[src/rtl/cache_req_arbiter_if.sv]
// cache_req_arbiter_if: bundles the requester-side and cache-side streams of the
// cache request arbiter.
// Ports (signals): req_addr_* (N requester address streams), rsp_data_* (N response
// streams, shared data), cache_addr_* (address stream to the cache), cache_data_*
// (data stream from the cache).
// Modports: master = the arbiter's view, slave = the surrounding requesters + cache.
interface cache_req_arbiter_if #(
  parameter int NUM_REQ    = 4,
  parameter int TAGS_WIDTH = 48,
  parameter int CACHE_SIZE = 512
);
  logic [NUM_REQ-1:0]            req_addr_tvalid;
  logic [NUM_REQ-1:0]            req_addr_tready;
  logic [NUM_REQ*TAGS_WIDTH-1:0] req_addr_tdata;

  logic [NUM_REQ-1:0]            rsp_data_tvalid;
  logic [NUM_REQ-1:0]            rsp_data_tready;
  logic [CACHE_SIZE-1:0]         rsp_data_tdata;

  logic                          cache_addr_tvalid;
  logic                          cache_addr_tready;
  logic [TAGS_WIDTH-1:0]         cache_addr_tdata;

  logic                          cache_data_tvalid;
  logic                          cache_data_tready;
  logic [CACHE_SIZE-1:0]         cache_data_tdata;

  modport master (
    input  req_addr_tvalid, req_addr_tdata, rsp_data_tready,
           cache_addr_tready, cache_data_tvalid, cache_data_tdata,
    output req_addr_tready, rsp_data_tvalid, rsp_data_tdata,
           cache_addr_tvalid, cache_addr_tdata, cache_data_tready
  );

  modport slave (
    output req_addr_tvalid, req_addr_tdata, rsp_data_tready,
           cache_addr_tready, cache_data_tvalid, cache_data_tdata,
    input  req_addr_tready, rsp_data_tvalid, rsp_data_tdata,
           cache_addr_tvalid, cache_addr_tdata, cache_data_tready
  );
endinterface

[src/rtl/cache_req_arbiter.sv]
// cache_req_arbiter: round-robin arbitration of NUM_REQ address streams onto one cache
// frontend; an in-order ID FIFO steers each returned data beat to its requester.
// Latency: 0 cycles on both address and data paths (combinational); state updates on
// the edge after a handshake. Backpressure: addresses stall while the ID FIFO is full or
// the cache is not ready; data stalls on the head requester's ready.
// Ports: clk, rst (sync, active-high), bus (cache_req_arbiter_if.master), outstanding
// (ID FIFO occupancy), err_orphan (sticky orphan-data flag).
// Optional: define CACHE_ARB_STATS_EN to add stat_grant_cnt (32-bit grant counter per
// requester).
module cache_req_arbiter #(
  parameter int NUM_REQ         = 4,
  parameter int TAGS_WIDTH      = 48,
  parameter int CACHE_SIZE      = 512,
  parameter int MAX_OUTSTANDING = 4
) (
  input  logic                               clk,
  input  logic                               rst,
  cache_req_arbiter_if.master                bus,
  output logic [$clog2(MAX_OUTSTANDING):0]   outstanding,
  output logic                               err_orphan
`ifdef CACHE_ARB_STATS_EN
  ,
  output logic [NUM_REQ*32-1:0]              stat_grant_cnt
`endif
);

  localparam int IDW = (NUM_REQ > 1) ? $clog2(NUM_REQ) : 1;
  localparam int PW  = $clog2(MAX_OUTSTANDING);
  localparam int CW  = PW + 1;

  logic [IDW-1:0] rr_ptr_q;
  logic           lock_q;
  logic [IDW-1:0] lock_id_q;
  logic [PW-1:0]  wr_ptr_q, rd_ptr_q;
  logic [CW-1:0]  count_q, count_d;
  logic           err_orphan_q;
  logic [IDW-1:0] id_mem_q [MAX_OUTSTANDING];

  logic [IDW-1:0] cand, grant, grant_inc, head;
  logic           cand_vld, grant_vld, full, empty, live;
  logic           addr_hs, data_hs;

  // (p + k) mod NUM_REQ for p < NUM_REQ, 0 <= k < NUM_REQ.
  function automatic logic [IDW-1:0] wrap_add(input logic [IDW-1:0] p, input int k);
    int s;
    s = int'(p) + k;
    if (s >= NUM_REQ) s = s - NUM_REQ;
    return IDW'(s);
  endfunction

  // First valid requester at or above rr_ptr, wrapping.
  always_comb begin
    cand     = rr_ptr_q;
    cand_vld = 1'b0;
    for (int k = 0; k < NUM_REQ; k++) begin
      if (!cand_vld && bus.req_addr_tvalid[wrap_add(rr_ptr_q, k)]) begin
        cand     = wrap_add(rr_ptr_q, k);
        cand_vld = 1'b1;
      end
    end
  end

  // A stalled offer keeps its requester so the cache sees stable data.
  assign grant     = lock_q ? lock_id_q : cand;
  assign grant_vld = ~rst & (lock_q ? bus.req_addr_tvalid[grant] : cand_vld);
  assign grant_inc = (int'(grant) == NUM_REQ - 1) ? '0 : grant + 1'b1;

  // Full is taken from the registered count: a same-cycle pop does not admit a push.
  assign full  = (count_q == CW'(MAX_OUTSTANDING));
  assign empty = (count_q == '0);

  assign bus.cache_addr_tvalid = grant_vld & ~full;
  assign bus.cache_addr_tdata  = bus.req_addr_tdata[int'(grant)*TAGS_WIDTH +: TAGS_WIDTH];

  always_comb begin
    bus.req_addr_tready = '0;
    if (grant_vld && !full && bus.cache_addr_tready) bus.req_addr_tready[grant] = 1'b1;
  end

  assign addr_hs = bus.cache_addr_tvalid & bus.cache_addr_tready;

  // Data path: the FIFO head names the owner of the next returned beat.
  assign head = id_mem_q[rd_ptr_q];
  assign live = ~rst & ~empty;

  always_comb begin
    bus.rsp_data_tvalid = '0;
    if (live && bus.cache_data_tvalid) bus.rsp_data_tvalid[head] = 1'b1;
  end

  assign bus.cache_data_tready = live & bus.rsp_data_tready[head];
  assign bus.rsp_data_tdata    = bus.cache_data_tdata;
  assign data_hs               = bus.cache_data_tvalid & bus.cache_data_tready;

  always_comb begin
    count_d = count_q;
    if (addr_hs && !data_hs)      count_d = count_q + 1'b1;
    else if (!addr_hs && data_hs) count_d = count_q - 1'b1;
  end

  always_ff @(posedge clk) begin
    if (rst) begin
      rr_ptr_q     <= '0;
      lock_q       <= 1'b0;
      lock_id_q    <= '0;
      wr_ptr_q     <= '0;
      rd_ptr_q     <= '0;
      count_q      <= '0;
      err_orphan_q <= 1'b0;
    end else begin
      count_q <= count_d;
      if (addr_hs) begin
        rr_ptr_q <= grant_inc;
        wr_ptr_q <= wr_ptr_q + 1'b1;
        lock_q   <= 1'b0;
      end else if (bus.cache_addr_tvalid) begin
        lock_q    <= 1'b1;
        lock_id_q <= grant;
      end
      if (data_hs) rd_ptr_q <= rd_ptr_q + 1'b1;
      // Data with nothing outstanding means the cache and arbiter disagree.
      if (bus.cache_data_tvalid && empty) err_orphan_q <= 1'b1;
    end
  end

  // ID storage needs no reset: entries are only read below the count.
  always_ff @(posedge clk) begin
    if (addr_hs) id_mem_q[wr_ptr_q] <= grant;
  end

  assign outstanding = count_q;
  assign err_orphan  = err_orphan_q;

`ifdef CACHE_ARB_STATS_EN
  logic [31:0] stat_q [NUM_REQ];

  always_ff @(posedge clk) begin
    if (rst) begin
      for (int i = 0; i < NUM_REQ; i++) stat_q[i] <= '0;
    end else if (addr_hs) begin
      stat_q[grant] <= stat_q[grant] + 32'd1;
    end
  end

  for (genvar gi = 0; gi < NUM_REQ; gi++) begin : g_stat
    assign stat_grant_cnt[gi*32 +: 32] = stat_q[gi];
  end
`endif

endmodule

[src/flat_wrapper.sv]
// flat-port wrapper written by rule: the top's interface ports become plain ports
module cache_req_arbiter_flat 
#(
  parameter int NUM_REQ         = 4,
  parameter int TAGS_WIDTH      = 48,
  parameter int CACHE_SIZE      = 512,
  parameter int MAX_OUTSTANDING = 4
)
  (clk, rst, outstanding, err_orphan, bus_req_addr_tvalid, bus_req_addr_tdata, bus_rsp_data_tready, bus_cache_addr_tready, bus_cache_data_tvalid, bus_cache_data_tdata, bus_req_addr_tready, bus_rsp_data_tvalid, bus_rsp_data_tdata, bus_cache_addr_tvalid, bus_cache_addr_tdata, bus_cache_data_tready);
  cache_req_arbiter_if #(.NUM_REQ(NUM_REQ), .TAGS_WIDTH(TAGS_WIDTH), .CACHE_SIZE(CACHE_SIZE)) bus_i ();
  input  logic clk;
  input  logic rst;
  output logic [$clog2(MAX_OUTSTANDING):0] outstanding;
  output logic err_orphan;
  input wire logic [$bits(bus_i.req_addr_tvalid)-1:0] bus_req_addr_tvalid;
  input wire logic [$bits(bus_i.req_addr_tdata)-1:0] bus_req_addr_tdata;
  input wire logic [$bits(bus_i.rsp_data_tready)-1:0] bus_rsp_data_tready;
  input wire logic [$bits(bus_i.cache_addr_tready)-1:0] bus_cache_addr_tready;
  input wire logic [$bits(bus_i.cache_data_tvalid)-1:0] bus_cache_data_tvalid;
  input wire logic [$bits(bus_i.cache_data_tdata)-1:0] bus_cache_data_tdata;
  output wire logic [$bits(bus_i.req_addr_tready)-1:0] bus_req_addr_tready;
  output wire logic [$bits(bus_i.rsp_data_tvalid)-1:0] bus_rsp_data_tvalid;
  output wire logic [$bits(bus_i.rsp_data_tdata)-1:0] bus_rsp_data_tdata;
  output wire logic [$bits(bus_i.cache_addr_tvalid)-1:0] bus_cache_addr_tvalid;
  output wire logic [$bits(bus_i.cache_addr_tdata)-1:0] bus_cache_addr_tdata;
  output wire logic [$bits(bus_i.cache_data_tready)-1:0] bus_cache_data_tready;
  assign bus_i.req_addr_tvalid = bus_req_addr_tvalid;
  assign bus_i.req_addr_tdata = bus_req_addr_tdata;
  assign bus_i.rsp_data_tready = bus_rsp_data_tready;
  assign bus_i.cache_addr_tready = bus_cache_addr_tready;
  assign bus_i.cache_data_tvalid = bus_cache_data_tvalid;
  assign bus_i.cache_data_tdata = bus_cache_data_tdata;
  assign bus_req_addr_tready = bus_i.req_addr_tready;
  assign bus_rsp_data_tvalid = bus_i.rsp_data_tvalid;
  assign bus_rsp_data_tdata = bus_i.rsp_data_tdata;
  assign bus_cache_addr_tvalid = bus_i.cache_addr_tvalid;
  assign bus_cache_addr_tdata = bus_i.cache_addr_tdata;
  assign bus_cache_data_tready = bus_i.cache_data_tready;
  cache_req_arbiter #(.NUM_REQ(NUM_REQ), .TAGS_WIDTH(TAGS_WIDTH), .CACHE_SIZE(CACHE_SIZE), .MAX_OUTSTANDING(MAX_OUTSTANDING)) u_core (.clk(clk), .rst(rst), .bus(bus_i), .outstanding(outstanding), .err_orphan(err_orphan));
endmodule
[config.mk]
export PLATFORM = sky130hd
export DESIGN_NAME = cache_req_arbiter_flat
export DESIGN_NICKNAME = d
export VERILOG_FILES = /design/src/rtl/cache_req_arbiter_if.sv /design/src/rtl/cache_req_arbiter.sv /design/src/flat_wrapper.sv
export SDC_FILE = /design/constraint.sdc
export NUM_CORES = 1
export LEC_CHECK = 0
export BUFFER_PORTS_ARGS = -buffer_cell sky130_fd_sc_hd__buf_4
export CAP_MARGIN = 25
export CORE_AREA = 2 2 495 497
export CTS_CLUSTER_DIAMETER = 100
export DETAILED_ROUTE_END_ITERATION = 16
export DIE_AREA = 0 0 497 499
export PLACE_DENSITY = 0.3
export SLEW_MARGIN = 10
export SYNTH_ARGS = -nofsm -noshare
export SYNTH_HDL_FRONTEND = slang
export SYNTH_SLANG_ARGS = --single-unit
[constraint.sdc]
create_clock -name clk -period 3.81 [get_ports clk]
set_input_delay 0 -clock clk [delete_from_list [all_inputs] [get_ports clk]]
set_output_delay 0 -clock clk [all_outputs]
set_load 0.05 [all_outputs]
Word-level counts from Yosys, hierarchy flattened. Memories as Yosys holds them, arrays and structs flattened. A register that Yosys moved wholly into a read port is not among the register bits. Index checks and enable logic that the tools add are counted. W data, S select, Z words.

Flip-flop bits (word level): 13. Memory bits (writable): 8. Output and inout port bits: 574. Memories kept: 1.

Memory list: u_core.id_mem_q (depth 4, bits a word 2, rd ports 1, clocked after Yosys merged registers in 1, write ports 1, line cache_req_arbiter.sv:37) `logic [IDW-1:0] id_mem_q [MAX_OUTSTANDING];`.

Add/subtract/negate cells: 12. Multipliers: 1. Order comparisons: 12. Equality and inequality tests: 2. Shift operators: 1. Muxes and demuxes: 39. Bitwise gates (word level): 10. Reductions and logical operators: 21.

Operator list (number): $shiftx A192 B32 Y48 (1); $mux W2 (12); $lt A2 B3 Y1 const B (6); $mux W1 (15); $bmux W1 S2 (6); $logic_and A1 B1 Y1 (11); $ge A3 B3 Y1 const B (3); $mux W4 (2); $sub A2 B1 Y2 const B (4); $add A2 B1 Y2 const B (3); $add A2 B2 Y3 const B (2); $and A1 B1 Y1 (6); $logic_not A1 Y1 (6); $mux W3 (2); $demux W1 S2 (2); $ge A2 B1 Y1 const B (2); $mul A2 B2 Y4 const B (1); $not A1 Y1 (4); $add A2 B1 Y3 const B (1); $add A3 B1 Y3 const B (1); $eq A3 B3 Y1 const B (1); $ge A2 B3 Y1 const B (1); $logic_not A3 Y1 (1); $sub A3 B1 Y3 const B (1); other kinds (4) (4).

Logic depth before layout (Yosys ltp). Gate-level depths: netlist (run 1).

Depth in word-level cells: 25. Depth in mapped cells: 11.

Worst setup path after synthesis (run 1). OpenSTA, ideal clock, no wires.

Path kind: flip-flop to flip-flop. From: register u_core.count_q[1], in the netlist u_core.outstanding[1]. To: register u_core.count_q[2], in the netlist u_core.outstanding[2]. Setup time: 0.071 ns. Data arrival time: 2.627 ns. Slack: 1.113 ns. Cell stages (with the launch flop): 12. Cells stage by stage: dfxtp_1 nor2_1 a21oi_1 nor3b_1 and2_1 buf_2 ha_1 inv_1 fa_1 xor2_1 or3_1 a21oi_1.

Elaborated cells between the ends (all ways): 18. Those cells by class: add/sub: 2; eq/ne: 1; mux: 2; bitwise: 7; reduce/logical: 6.

RTL lines: from (decl) (line cache_req_arbiter.sv:35) `logic [CW-1:0] count_q, count_d;`; from (signal assigned) (line cache_req_arbiter.sv:111) `count_q <= count_d;`; $eq A3 B3 Y1 (*) (line cache_req_arbiter.sv:69) `assign full = (count_q == CW'(MAX_OUTSTANDING));`; $not A1 Y1 (*) (line cache_req_arbiter.sv:72) `assign bus.cache_addr_tvalid = grant_vld & ~full;`; $and A1 B1 Y1 (*) (line cache_req_arbiter.sv:72); $and A1 B1 Y1 (*) (line cache_req_arbiter.sv:80) `assign addr_hs = bus.cache_addr_tvalid & bus.cache_addr_tready;`; via u_core.addr_hs (line cache_req_arbiter.sv:41) `logic addr_hs, data_hs;`; $logic_not A1 Y1 (line cache_req_arbiter.sv:98) `else if (!addr_hs && data_hs) count_d = count_q - 1'b1;`; $logic_and A1 B1 Y1 (line cache_req_arbiter.sv:98); $reduce_bool A2 Y1 (no source line).

The timed path passes the listed nets; every way through them passes the cells marked *. The select of a mux whose other input is x is not followed. A chain may end at the register's enable or synchronous reset.

Worst setup path in the final report (run 1).
From: register u_core.rr_ptr_q[1]. To: output port bus_cache_addr_tdata[42].

Cells in the longest elaborated chain, start to end: 17. Elaborated cells between the ends (all ways): 39. Those cells by class: add/sub: 7; mul: 1; order compare: 4; shift: 1; mux: 20; reduce/logical: 6.

RTL lines: from (decl) (line cache_req_arbiter.sv:31) `logic [IDW-1:0] rr_ptr_q;`; from (signal assigned) (line cache_req_arbiter.sv:113) `rr_ptr_q <= grant_inc;`; parallel branches: the longest is 13 deep, another holds $add A2 B1 Y3; $mux W2 (*) (line cache_req_arbiter.sv:56) `if (!cand_vld && bus.req_addr_tvalid[wrap_add(rr_ptr_q, k)]) begin`; $mux W2 (*) (line cache_req_arbiter.sv:64) `assign grant = lock_q ? lock_id_q : cand;`; via u_core.grant[0] (line cache_req_arbiter.sv:39) `logic [IDW-1:0] cand, grant, grant_inc, head;`; $mul A2 B2 Y4 (*) (line cache_req_arbiter.sv:73) `assign bus.cache_addr_tdata = bus.req_addr_tdata[int'(grant)*TAGS_WIDTH +: TAGS_WIDTH];`; $shiftx A192 B32 Y48 (*) (line cache_req_arbiter.sv:73); to (decl) (line flat_wrapper.sv:25) `output wire logic [$bits(bus_i.cache_addr_tdata)-1:0] bus_cache_addr_tdata;`.

Mark *: on every way through the listed nets, which the timed path passes. The select of a mux whose other input is x is not followed.

==> summary.md, run 1 <==
| Metric | Value |
|---|---|
| Initial antenna violation count | `62` |
| CTS Sinks | `23` |
| Syn_area_per_cell | `8.33 sq um` |
| Port Buf Inserts | `265` |
| Synth Cell Area | `0.00665 sq mm` |
| Multi-input gate area | `0.00215 sq mm` |
| GRT Util Overall | `0.108` |
| Register bit count reported by yosys | `23` |
| Sequential share of the synthesized area | `0.0812` |
| I/O pins | `1290` |
| Initial Utilization | `0.0274` |
| Register Area | `541 sq um` |
| Layout net count | `1285` |
| Drc violations | `0` |
| Critical Path AT | `3040 ps` |
| Status | `finished, final reports clean` |
| Fmax | `0.329 GHz` |
| Core area | `0.243 sq mm` |
| Startpoint types | `register` |
| Routed len/inst | `37.1 um` |
| H-tree depth | `1` |
| 1st-pass router iterations | `4` |
| Via density | `1.25` |
| Area growth from synthesis to layout | `35.7%` |
| CP endpoint kind | `output port` |
| RePlAce Congestion | `0.751` |
| Setup TNS | `0 ps` |
| Post-Synthesis Cells | `799` |
| Clock Skew | `2.65 ps` |
| Power Density | `258 mW/mm^2` |
| Chip height | `499 um` |
| Required time of the critical path | `3810 ps` |
| Layout cells sized above 1 | `0.541` |
| Fin cells | `3769` |
| Die area | `0.248 sq mm` |
| DR iter-0 viols | `240` |
| RSZ-0062 raised after global routing | `false` |
| Fin area | `0.00903 sq mm` |
| CTS tree | `built` |
| Max Cap Viol | `0` |
| Main combinational cell family by area after synthesis | `buffers and inverters` |
| Root buffer cell | `clkbuf_16` |
| Final WL | `140000 um` |
| Worst vdd ir | `0.164 mV` |
| Crit Path Max Fanout | `23` |
| Yosys warns | `0` |
| Dpl cells | `3755` |
| Post-synth cell types | `37` |
| Largest net degree at the start of global routing | `33` |
| Area share of xor/xnor cells in the synthesized design | `0.00527` |
| Slew Limit Headroom | `0.443` |
| CTS Buffer Depth | `2` |
| Final ANT Viol Nets | `0` |
| Final HPWL DP | `135000 um` |
| Slew Limit Fails | `0` |
| Hold Crit Class | `in2out` |
| Final period demand of the worst path | `3040 ps` |
| Compound-Gate Fraction of Synth Area | `0.0160` |
| Die X | `497 um` |
| FP Rows | `181` |
| Clk_lat worst skew | `260 ps` |
| First-pass GRT wire length | `152000 um` |
| Synth Area in Adders | `0.0199` |
| Grt ovf | `0` |
| Vias in the first global route | `4654` |
| Final setup vio count | `0` |
| Post-synthesis mux area share | `0.239` |
| CTS Buf Count | `3` |
| Worst slew pin tran | `813 ps` |
| Net Count, Synth | `1525` |
| DP Area | `0.00891 sq mm` |
| FILL cells | `28800` |
| Via count | `4728` |
| Clock transition at path regs | `60 ps` |
| Commonest non-fill, non-tap cell in the layout | `buf_4` |
| Post-synthesis simple-gate area fraction | `0.0401` |
| Final period util | `0.798` |
| Hold Vio Cnt, Final | `0` |
| WS Path Type | `reg2out` |
| Lkg Pwr | `3.12 nW` |
| Commonest cells after routing, fill and taps aside | `buf_4 (284), mux2i_1 (150), nor2_1 (20)` |
[repair_timing]
action | in CTS | in global routing
endpoints found under the hold margin | 1 | 0
resized for setup | 0 | 0
hold buffers | 1 | 0
buffers inserted | 0 | 0
[power breakdown]
part           leakage, nW  internal, mW  switching [mW]
clock               0.0409         0.141          0.0918
sequential           0.196         0.279          0.0239
combinational         2.89         0.593            1.20
total                 3.12          1.01            1.32
[final cells by class]
| type | instances | area share |
|---|---|---|
| Sequential cell | 23 | 0.0599 |
| Inverter | 9 | 0.00457 |
| Multi-Input combinational cell | 235 | 0.239 |
| Antenna cell | 9 | 0.00250 |
| Timing Repair Buffer | 287 | 0.242 |
| Clock buffer | 3 | 0.00832 |
| Clock inverter | 1 | 0.000554 |
| Tap cell | 3202 | 0.444 |
[sequential cells by signal, summed over array words and instances (netlist names), named ones only]
signal and flops:
u_core.err_orphan 1, u_core.id_mem_q 8, u_core.lock_id_q 2, u_core.lock_q 1
u_core.outstanding 3, u_core.rd_ptr_q 2, u_core.rr_ptr_q 2, u_core.wr_ptr_q 2
[synth_stat cells]
cell type / n / area share
o21bai_1: 1 / 0.0011
buf_4: 514 / 0.58
xnor2_1: 1 / 0.0013
or3_1: 1 / 0.00094
and3_1: 8 / 0.0075
a21oi_1: 7 / 0.0053
nor2_1: 20 / 0.011
or4_1: 1 / 0.0011
mux4_1: 1 / 0.0040
nand2_2: 1 / 0.00094
nor2b_1: 4 / 0.0038
o21ai_1: 2 / 0.0015
mux4_2: 2 / 0.0068
a211oi_1: 1 / 0.0011
or4bb_4: 1 / 0.0023
inv_1: 8 / 0.0045
or2_2: 1 / 0.00094
o31a_1: 1 / 0.0013
buf_2: 15 / 0.011
edfxtp_1: 8 / 0.036
or4b_4: 1 / 0.0021
ha_1: 9 / 0.017
buf_1: 1 / 0.00056
mux2i_1: 152 / 0.23
clkbuf_1: 2 / 0.0011
o22ai_2: 1 / 0.0019
nor3b_1: 4 / 0.0045
and2_1: 1 / 0.00094
nor3_1: 2 / 0.0015
xor2_1: 3 / 0.0040
o211ai_1: 1 / 0.0011
o21ai_0: 2 / 0.0015
inv_2: 1 / 0.00056
fa_1: 1 / 0.0030
dfxtp_1: 15 / 0.045
nand2_1: 4 / 0.0023
o21a_1: 1 / 0.0011
[kinds of logic (layout without fill, tap and decap cells)]
family | Yosys count | after routing
AO/OA/AOI/OAI | 17 | 17
XOR/XNOR | 4 | 4
adder cells (fa/ha/maj) | 10 | 10
buffers and inverters | 541 | 300
flip-flops | 23 | 23
multiplexers | 155 | 155
other | 0 | 9
AND/OR/NAND/NOR | 49 | 49
[metrics by stage]
| step | hold slack, ps | setup slack (ps) | util | power (mW) |
|---|---|---|---|---|
| 3_3_place_gp | 0.589 | 918 | 0.0367 | 2.19 |
| 3_5_place_dp | 0.589 | 944 | 0.0367 | 2.20 |
| 2_1_floorplan | 141 | 1110 | - | 2.69 |
| 6_report | 0.0140 | 768 | 0.0372 | 2.33 |
| 4_1_cts | 0.589 | 838 | 0.0371 | 2.44 |
| 5_1_grt | 0.0651 | 685 | 0.0371 | 2.47 |
[final timing paths]
path	end	cells after the start	slack [ps]	from
max reg2reg	u_core.outstanding[2]	10	910	register
min	bus_rsp_data_tdata[149]	0	0.01	bus_cache_data_tdata[149]
min reg2reg	u_core.err_orphan	2	500	u_core.err_orphan
max	bus_cache_addr_tdata[42]	8	770	u_core.rr_ptr_q[1]
[critical path, cell delays in order (launching register included)]
cell,delay [ps]
dfxtp_1,430
inv_1,70
a21oi_1,130
o211ai_1,90
o21ai_1,380
inv_8,200
mux2i_1,700
mux2i_1,320
buf_4,280
[per-layer routing]
metal,wire [um],share of wire,GRT usage
met1,22600,0.16,0.0501
met2,52800,0.38,0.145
met3,58800,0.42,0.214
met4,5050,0.036,0.0302
met5,518,0.0037,0.00907
Power figures use the tool's default switching activity.
==> run 2: changes to the inputs <==
==> constraint.sdc (replaced) <==
create_clock -name clk -period 2.95 [get_ports clk]
set_input_delay 0 -clock clk [delete_from_list [all_inputs] [get_ports clk]]
set_output_delay 0 -clock clk [all_outputs]
set_load 0.05 [all_outputs]
==> run 2 against run 1 <==
  * Setup slack worse by 610 ps
  * Die area did not move
  * Via count rose by 2.4%
  * Critical path depth increased by 2
  * Cell count rose by 0.40%
  * Global-route usage shrank 0.13 points
  * Sequential power increased by 30%
  * Non-clock buffer count grew 16
==> summary.md, run 2 (synthesized netlist as in run 1, its figures left out) <==
| Metric | Value |
|---|---|
| Slew Limit Fails | `0 (unchanged)` |
| CP dominant cell by count | `inv_1` |
| 1st-pass router iterations | `4 (unchanged)` |
| Final period demand of the worst path | `2790 ps` |
| Routed len/inst | `36.5 um (-1.6%)` |
| RePlAce Congestion | `0.752 (+0.13%)` |
| CP endpoint | `u_core.outstanding[2]` |
| Drc violations | `0 (unchanged)` |
| CP max stage delay | `560 ps (-140 ps)` |
| CP Buf/Inv Count | `2 (-1)` |
| Layout cells sized above 1 | `0.554 (+0.0128)` |
| Power Density | `333 mW/mm^2 (+29%)` |
| Worst hold slack | `0.0140 ps (unchanged)` |
| Final HPWL DP | `133000 um (-1.3%)` |
| Largest net degree at the start of global routing | `46 (+39%)` |
| CTS Buf Count | `3 (unchanged)` |
| Post-CTS setup buffers | `0 (unchanged)` |
| Initial Utilization | `0.0274 (unchanged)` |
| RSZ-0062 raised after global routing | `false` |
| CP endpoint kind | `register` |
| Layout net count | `1301 (+1.2%)` |
| Final WL | `138000 um (-1.2%)` |
| Hold Crit Class | `in2out` |
| Clock transition at path regs | `70 ps (about the same)` |
| Max reg flops | `8 (unchanged)` |
| Clk_lat worst skew | `260 ps (about the same)` |
| Reg2Reg Depth | `10 (unchanged)` |
| H-tree depth | `1 (unchanged)` |
| Reg-to-Reg End | `u_core.outstanding[2]` |
| Commonest cells after routing, fill and taps aside | `buf_4 (298), mux2i_1 (151), nor2_1 (20)` |
| R2R setup slack | `160 ps (-750 ps)` |
| Chip height | `499 um (unchanged)` |
| Hold Vio Cnt, Final | `0 (unchanged)` |
| Max Cap Viol | `0 (unchanged)` |
| Via density | `1.28 (+2.0%)` |
| Crit path depth | `10 (+2)` |
| GRT Util Overall | `0.106 (-0.00133)` |
| First-pass GRT wire length | `150000 um (-1.3%)` |
| DP Area | `0.00906 sq mm (+1.6%)` |
| Fin area | `0.00917 sq mm (+1.6%)` |
| Core area | `0.243 sq mm (unchanged)` |
| Area growth from synthesis to layout | `37.8%` |
| Startpoint types | `register` |
| Worst vdd ir | `0.200 mV (+22%)` |
| DR iter-0 viols | `268 (+12%)` |
| Top delay family on crit path | `simple AND/OR/NAND/NOR gates` |
| CTS Sinks | `23 (unchanged)` |
| Status | `finished, final reports clean` |
| Required time of the critical path | `3150 ps (-660 ps)` |
| WS Path Type | `reg2reg` |
| Critical Path AT | `2990 ps (-50 ps)` |
| Max stage delay cell, worst path | `mux4_2` |
| FILL cells | `28800 (+0.066%)` |
| Slew Limit Headroom | `0.623 (+0.180)` |
| I/O pins | `1290 (unchanged)` |
| Tot Pwr | `3.05 mW (+31%)` |
| Fmax | `0.358 GHz` |
| Die area | `0.248 sq mm (unchanged)` |
| Largest Register | `u_core.id_mem_q` |
| Crit Path Max Fanout | `3 (-87%)` |
| CTS tree | `built` |
| Clock Skew | `2.16 ps (-0.489 ps)` |
| Worst slew pin tran | `550 ps (-263 ps)` |
| Final ANT Viol Nets | `0 (unchanged)` |
| Port Buf Inserts | `265 (unchanged)` |
| Vias in the first global route | `4684 (+0.64%)` |
| Grt ovf | `0 (unchanged)` |
| Final period util | `0.947` |
| Root buffer cell | `clkbuf_16` |
| Critical path cell sequence | `mux4_2 -> or4b_4 -> o22ai_2 -> inv_1 -> ha_1 -> inv_1 -> fa_1 -> xor2_1 -> or3_1 -> a21oi_1` |
| Die X | `497 um (unchanged)` |
| Lkg Pwr | `3.22 nW (+3.0%)` |
| Final setup vio count | `0 (unchanged)` |
| Via count | `4840 (+2.4%)` |
| Setup TNS | `0 ps (unchanged)` |
| FP Rows | `181 (unchanged)` |
| CTS Buffer Depth | `2 (unchanged)` |
| Initial antenna violation count | `70 (+13%)` |
| Commonest non-fill, non-tap cell in the layout | `buf_4` |
==> run 2: worst min-delay path by stage <==
stage	from	to	slack (ps)	cells after the start
4_1_cts	bus_cache_data_tdata[129]	bus_rsp_data_tdata[129]	0.6	0
5_1_grt	bus_cache_data_tdata[129]	bus_rsp_data_tdata[129]	0.07	0
3_5_place_dp	bus_cache_data_tdata[129]	bus_rsp_data_tdata[129]	0.6	0
3_3_place_gp	bus_cache_data_tdata[129]	bus_rsp_data_tdata[129]	0.6	0
6_report	bus_cache_data_tdata[149]	bus_rsp_data_tdata[149]	0.01	0
2_1_floorplan	bus_cache_data_tvalid	u_core.err_orphan	140	2
==> run 2: where the power goes <==
part | leakage (nW) | switching [mW] | internal, mW
Clock | 0.0409 | 0.129 | 0.183
Combinational | 2.98 | 1.53 | 0.818
Sequential | 0.196 | 0.0324 | 0.361
==> run 2: final cells by class <==
class / instances / area (sq um) / area share
Antenna cell: 8 / 20.0 / 0.00218
Clock buffer: 3 / 75.1 / 0.00819
Clock inverter: 1 / 5.00 / 0.000546
Inverter: 9 / 41.3 / 0.00450
Multi-Input combinational cell: 235 / 2150 / 0.234
Sequential cell: 23 / 541 / 0.0590
Tap cell: 3202 / 4010 / 0.437
Timing Repair Buffer: 303 / 2330 / 0.255
==> run 2: metrics by stage <==
step,instances,util,worst slack (ps)
floorplan,799,-,253
global placement,3772,0.0373,103
detailed placement,3772,0.0373,78.9
CTS,3777,0.0377,64.9
global route,3776,0.0377,14.4
finish,3784,0.0378,156
==> run 2: what timing repair did <==
action / 4_1_cts / 5_1_grt
endpoints found under the setup margin: 0 / 2
hold buffers: 1 / 0
resized for setup: 0 / 3
endpoints found under the hold margin: 1 / 0
==> run 2: routing by layer <==
metal  part of all wire  wire length, um  track usage  vias to the layer above
li1                   -                -            -                     1645
met1               0.15            20700       0.0461                     1801
met2               0.38            52200        0.144                     1048
met3               0.43            59200        0.215                      298
met4              0.040             5480       0.0311                       48
met5             0.0035              477      0.00617                        -
==> run 2: worst register-to-register path, cell delays in order (launching register included) <==
cell	delay, ps
dfxtp_1	380
mux4_2	560
or4b_4	530
o22ai_2	210
inv_1	70
ha_1	220
inv_1	70
fa_1	190
xor2_1	70
or3_1	300
a21oi_1	140
==> run 3: changes to the inputs <==
--- a/config.mk
+++ b/config.mk
@@ -12,6 +12,7 @@
 export DETAILED_ROUTE_END_ITERATION = 16
 export DIE_AREA = 0 0 497 499
 export PLACE_DENSITY = 0.3
+export SETUP_SLACK_MARGIN = 0.4
 export SLEW_MARGIN = 10
 export SYNTH_ARGS = -nofsm -noshare
 export SYNTH_HDL_FRONTEND = slang
==> run 3 against run 2 <==
  * Die area unchanged
  * Clock power barely moved
  * Utilization grew 0.17 points
  * Count of clock-buffer cells in the layout unchanged
  * Cell count increased by 0.61%
  * Largest cell class unchanged
  * Fmax up 6.3%
  * Sequential cell count did not move
  * Critical endpoint unchanged
  * Non-clock buffer count grew 23
  * Setup slack improved by 170 ps
==> summary.md, run 3 (synthesized netlist as in run 1, its figures left out) <==
| Metric | Value |
|---|---|
| Largest net degree at the start of global routing | `21 (-54%)` |
| Max stage delay cell, worst path | `mux4_2` |
| Startpoint types | `register` |
| CTS Sinks | `23 (unchanged)` |
| Port Buf Inserts | `265 (unchanged)` |
| Final core occ | `0.0395 (+0.00173)` |
| Clock share of power | `0.096 (-0.006)` |
| First-pass GRT wire length | `144000 um (-4.2%)` |
| Crit Path Max Fanout | `3 (unchanged)` |
| CP Buf/Inv Count | `3 (+1)` |
| Max reg flops | `8 (unchanged)` |
| Max Cap Viol | `0 (unchanged)` |
| Root buffer cell | `clkbuf_16` |
| Largest Register | `u_core.id_mem_q` |
| Final period util | `0.891 (-0.0560)` |
| P_int | `1.51 mW (+11%)` |
| Routed len/inst | `34.7 um (-4.9%)` |
| Clock transition at path regs | `60 ps (about the same)` |
| Final setup vio count | `0 (unchanged)` |
| Tot Pwr | `3.26 mW (+7.0%)` |
| Initial antenna violation count | `58 (-17%)` |
| Final HPWL DP | `127000 um (-4.7%)` |
| Area growth from synthesis to layout | `44.1%` |
| Final WL | `132000 um (-4.3%)` |
| Layout cells sized above 1 | `0.610 (+0.0557)` |
| Core area | `0.243 sq mm (unchanged)` |
| WS Path Type | `reg2reg` |
| GRT Util Overall | `0.101 (-0.00488)` |
| Critical Path AT | `2830 ps (-160 ps)` |
| Status | `finished, final reports clean` |
| Slew Limit Fails | `0 (unchanged)` |
| Slew Limit Headroom | `0.646 (+0.0230)` |
| I/O pins | `1290 (unchanged)` |
| H-tree depth | `1 (unchanged)` |
| CTS Buf Count | `3 (unchanged)` |
| Switch Pwr | `1.75 mW (+3.6%)` |
| Hold Crit Class | `in2out` |
| Critical path cell sequence | `mux4_2 -> buf_4 -> or4bb_4 -> o22ai_4 -> inv_1 -> ha_2 -> inv_2 -> fa_2 -> xor2_1 -> or3_1 -> a21oi_2` |
| 1st-pass router iterations | `4 (unchanged)` |
| Worst vdd ir | `0.182 mV (-9.0%)` |
| Via density | `1.29 (+0.92%)` |
| Net Sw Frac | `0.536 (-0.0174)` |
| CP max stage delay | `520 ps (-40 ps)` |
| Die area | `0.248 sq mm (unchanged)` |
| Final period demand of the worst path | `2630 ps (-165 ps)` |
| Grt ovf | `0 (unchanged)` |
| RePlAce Congestion | `0.777 (+3.3%)` |
| Hold Vio Cnt, Final | `0 (unchanged)` |
| Commonest cells after routing, fill and taps aside | `buf_4 (302), mux2i_1 (139), nor2_1 (20)` |
| Worst slew pin tran | `527 ps (-22.8 ps)` |
| Register Area | `552 sq um (+2.1%)` |
| CP endpoint kind | `register` |
| Power Density | `340 mW/mm^2 (+2.3%)` |
| Fmax | `0.380 GHz (+6.3%)` |
| CTS Buffer Depth | `2 (unchanged)` |
| Clk_lat worst skew | `270 ps (about the same)` |
| FP Rows | `181 (unchanged)` |
| Clock Skew | `7.88 ps (+5.72 ps)` |
| Drc violations | `0 (unchanged)` |
| Required time of the critical path | `3150 ps (about the same)` |
| Initial Utilization | `0.0274 (unchanged)` |
| Comb pwr share | `0.783 (+0.014)` |
| Top delay family on crit path | `simple AND/OR/NAND/NOR gates` |
| Vias in the first global route | `4913 (+4.9%)` |
| Die X | `497 um (unchanged)` |
| FILL cells | `28800 (+0.014%)` |
| CTS tree | `built` |
| Flop pwr share | `0.121 (-0.008)` |
| Layout net count | `1324 (+1.8%)` |
| Commonest non-fill, non-tap cell in the layout | `buf_4` |
| Lkg Pwr | `3.34 nW (+3.9%)` |
| Multi-input gate area | `0.00224 sq mm (+4.4%)` |
| Via count | `4914 (+1.5%)` |
| Final ANT Viol Nets | `0 (unchanged)` |
| Setup TNS | `0 ps (unchanged)` |
| DR iter-0 viols | `258 (-3.7%)` |
| Chip height | `499 um (unchanged)` |
| RSZ-0062 raised after global routing | `true` |
==> run 3: changes by cell type in the layout (fill, tap and decap cells not counted), moves of 4 or more <==
cell     previous run  this run
mux2i_2             1         9
mux2i_1           151       139
buf_4             298       302
dfxtp_2             0         6
buf_6               0        14
dfxtp_1            15         8
mux2i_4             0         4
==> run 3: metrics by stage <==
step           instances  cell area, sq um  hold slack, ps  setup WS (ps)
6_report            3807              9590          0.0140            321
5_1_grt             3799              9570          0.0656            206
4_1_cts             3794              9480           0.341            319
3_5_place_dp        3777              9120           0.341            210
3_3_place_gp        3777              9120           0.341            137
2_1_floorplan        799              6670             141            371
==> run 3: cell type report <==
| cell class | count | area share |
|---|---|---|
| antenna | 8 | 0.00209 |
| clock buffer | 3 | 0.00783 |
| clock inverter | 1 | 0.000522 |
| inverter | 9 | 0.00483 |
| multi-input combinational | 235 | 0.234 |
| sequential | 23 | 0.0575 |
| tap | 3202 | 0.418 |
| timing repair buffer | 326 | 0.276 |
==> run 3: timing repair <==
action	4_1_cts	5_1_grt
hold buffers	1	0
pin swaps	5	3
setup buffers	10	4
resized for setup	29	13
gates cloned	2	1
setup endpoints to repair	42	33
hold endpoints to repair	1	0
==> run 3: power by group through the flow <==
stage          Clock, mW  Combinational (mW)  Sequential, mW
2_1_floorplan          0                3.05           0.434
3_3_place_gp           0                2.48           0.399
3_5_place_dp           0                2.49           0.401
4_1_cts            0.319                2.66           0.395
5_1_grt            0.331                2.74           0.399
6_report           0.314                2.56           0.395
==> run 3: worst paths after layout <==
kind                                           startpoint                 endpoint  slack, ps  cells after the start
worst min-delay path            bus_cache_data_tdata[362]  bus_rsp_data_tdata[362]       0.01                      0
worst max register to register                   register    u_core.outstanding[2]        320                     11
worst min register to register          u_core.err_orphan        u_core.err_orphan        520                      2
worst max-delay path                             register    u_core.outstanding[2]        320                     11
==> run 3: routing by layer <==
metal	GRT usage	part of all wire	vias up
met1	0.0496	0.17	1844
met5	0.00386	0.0037	-
li1	-	-	1689
met4	0.0238	0.031	44
met2	0.138	0.38	1029
met3	0.199	0.42	308
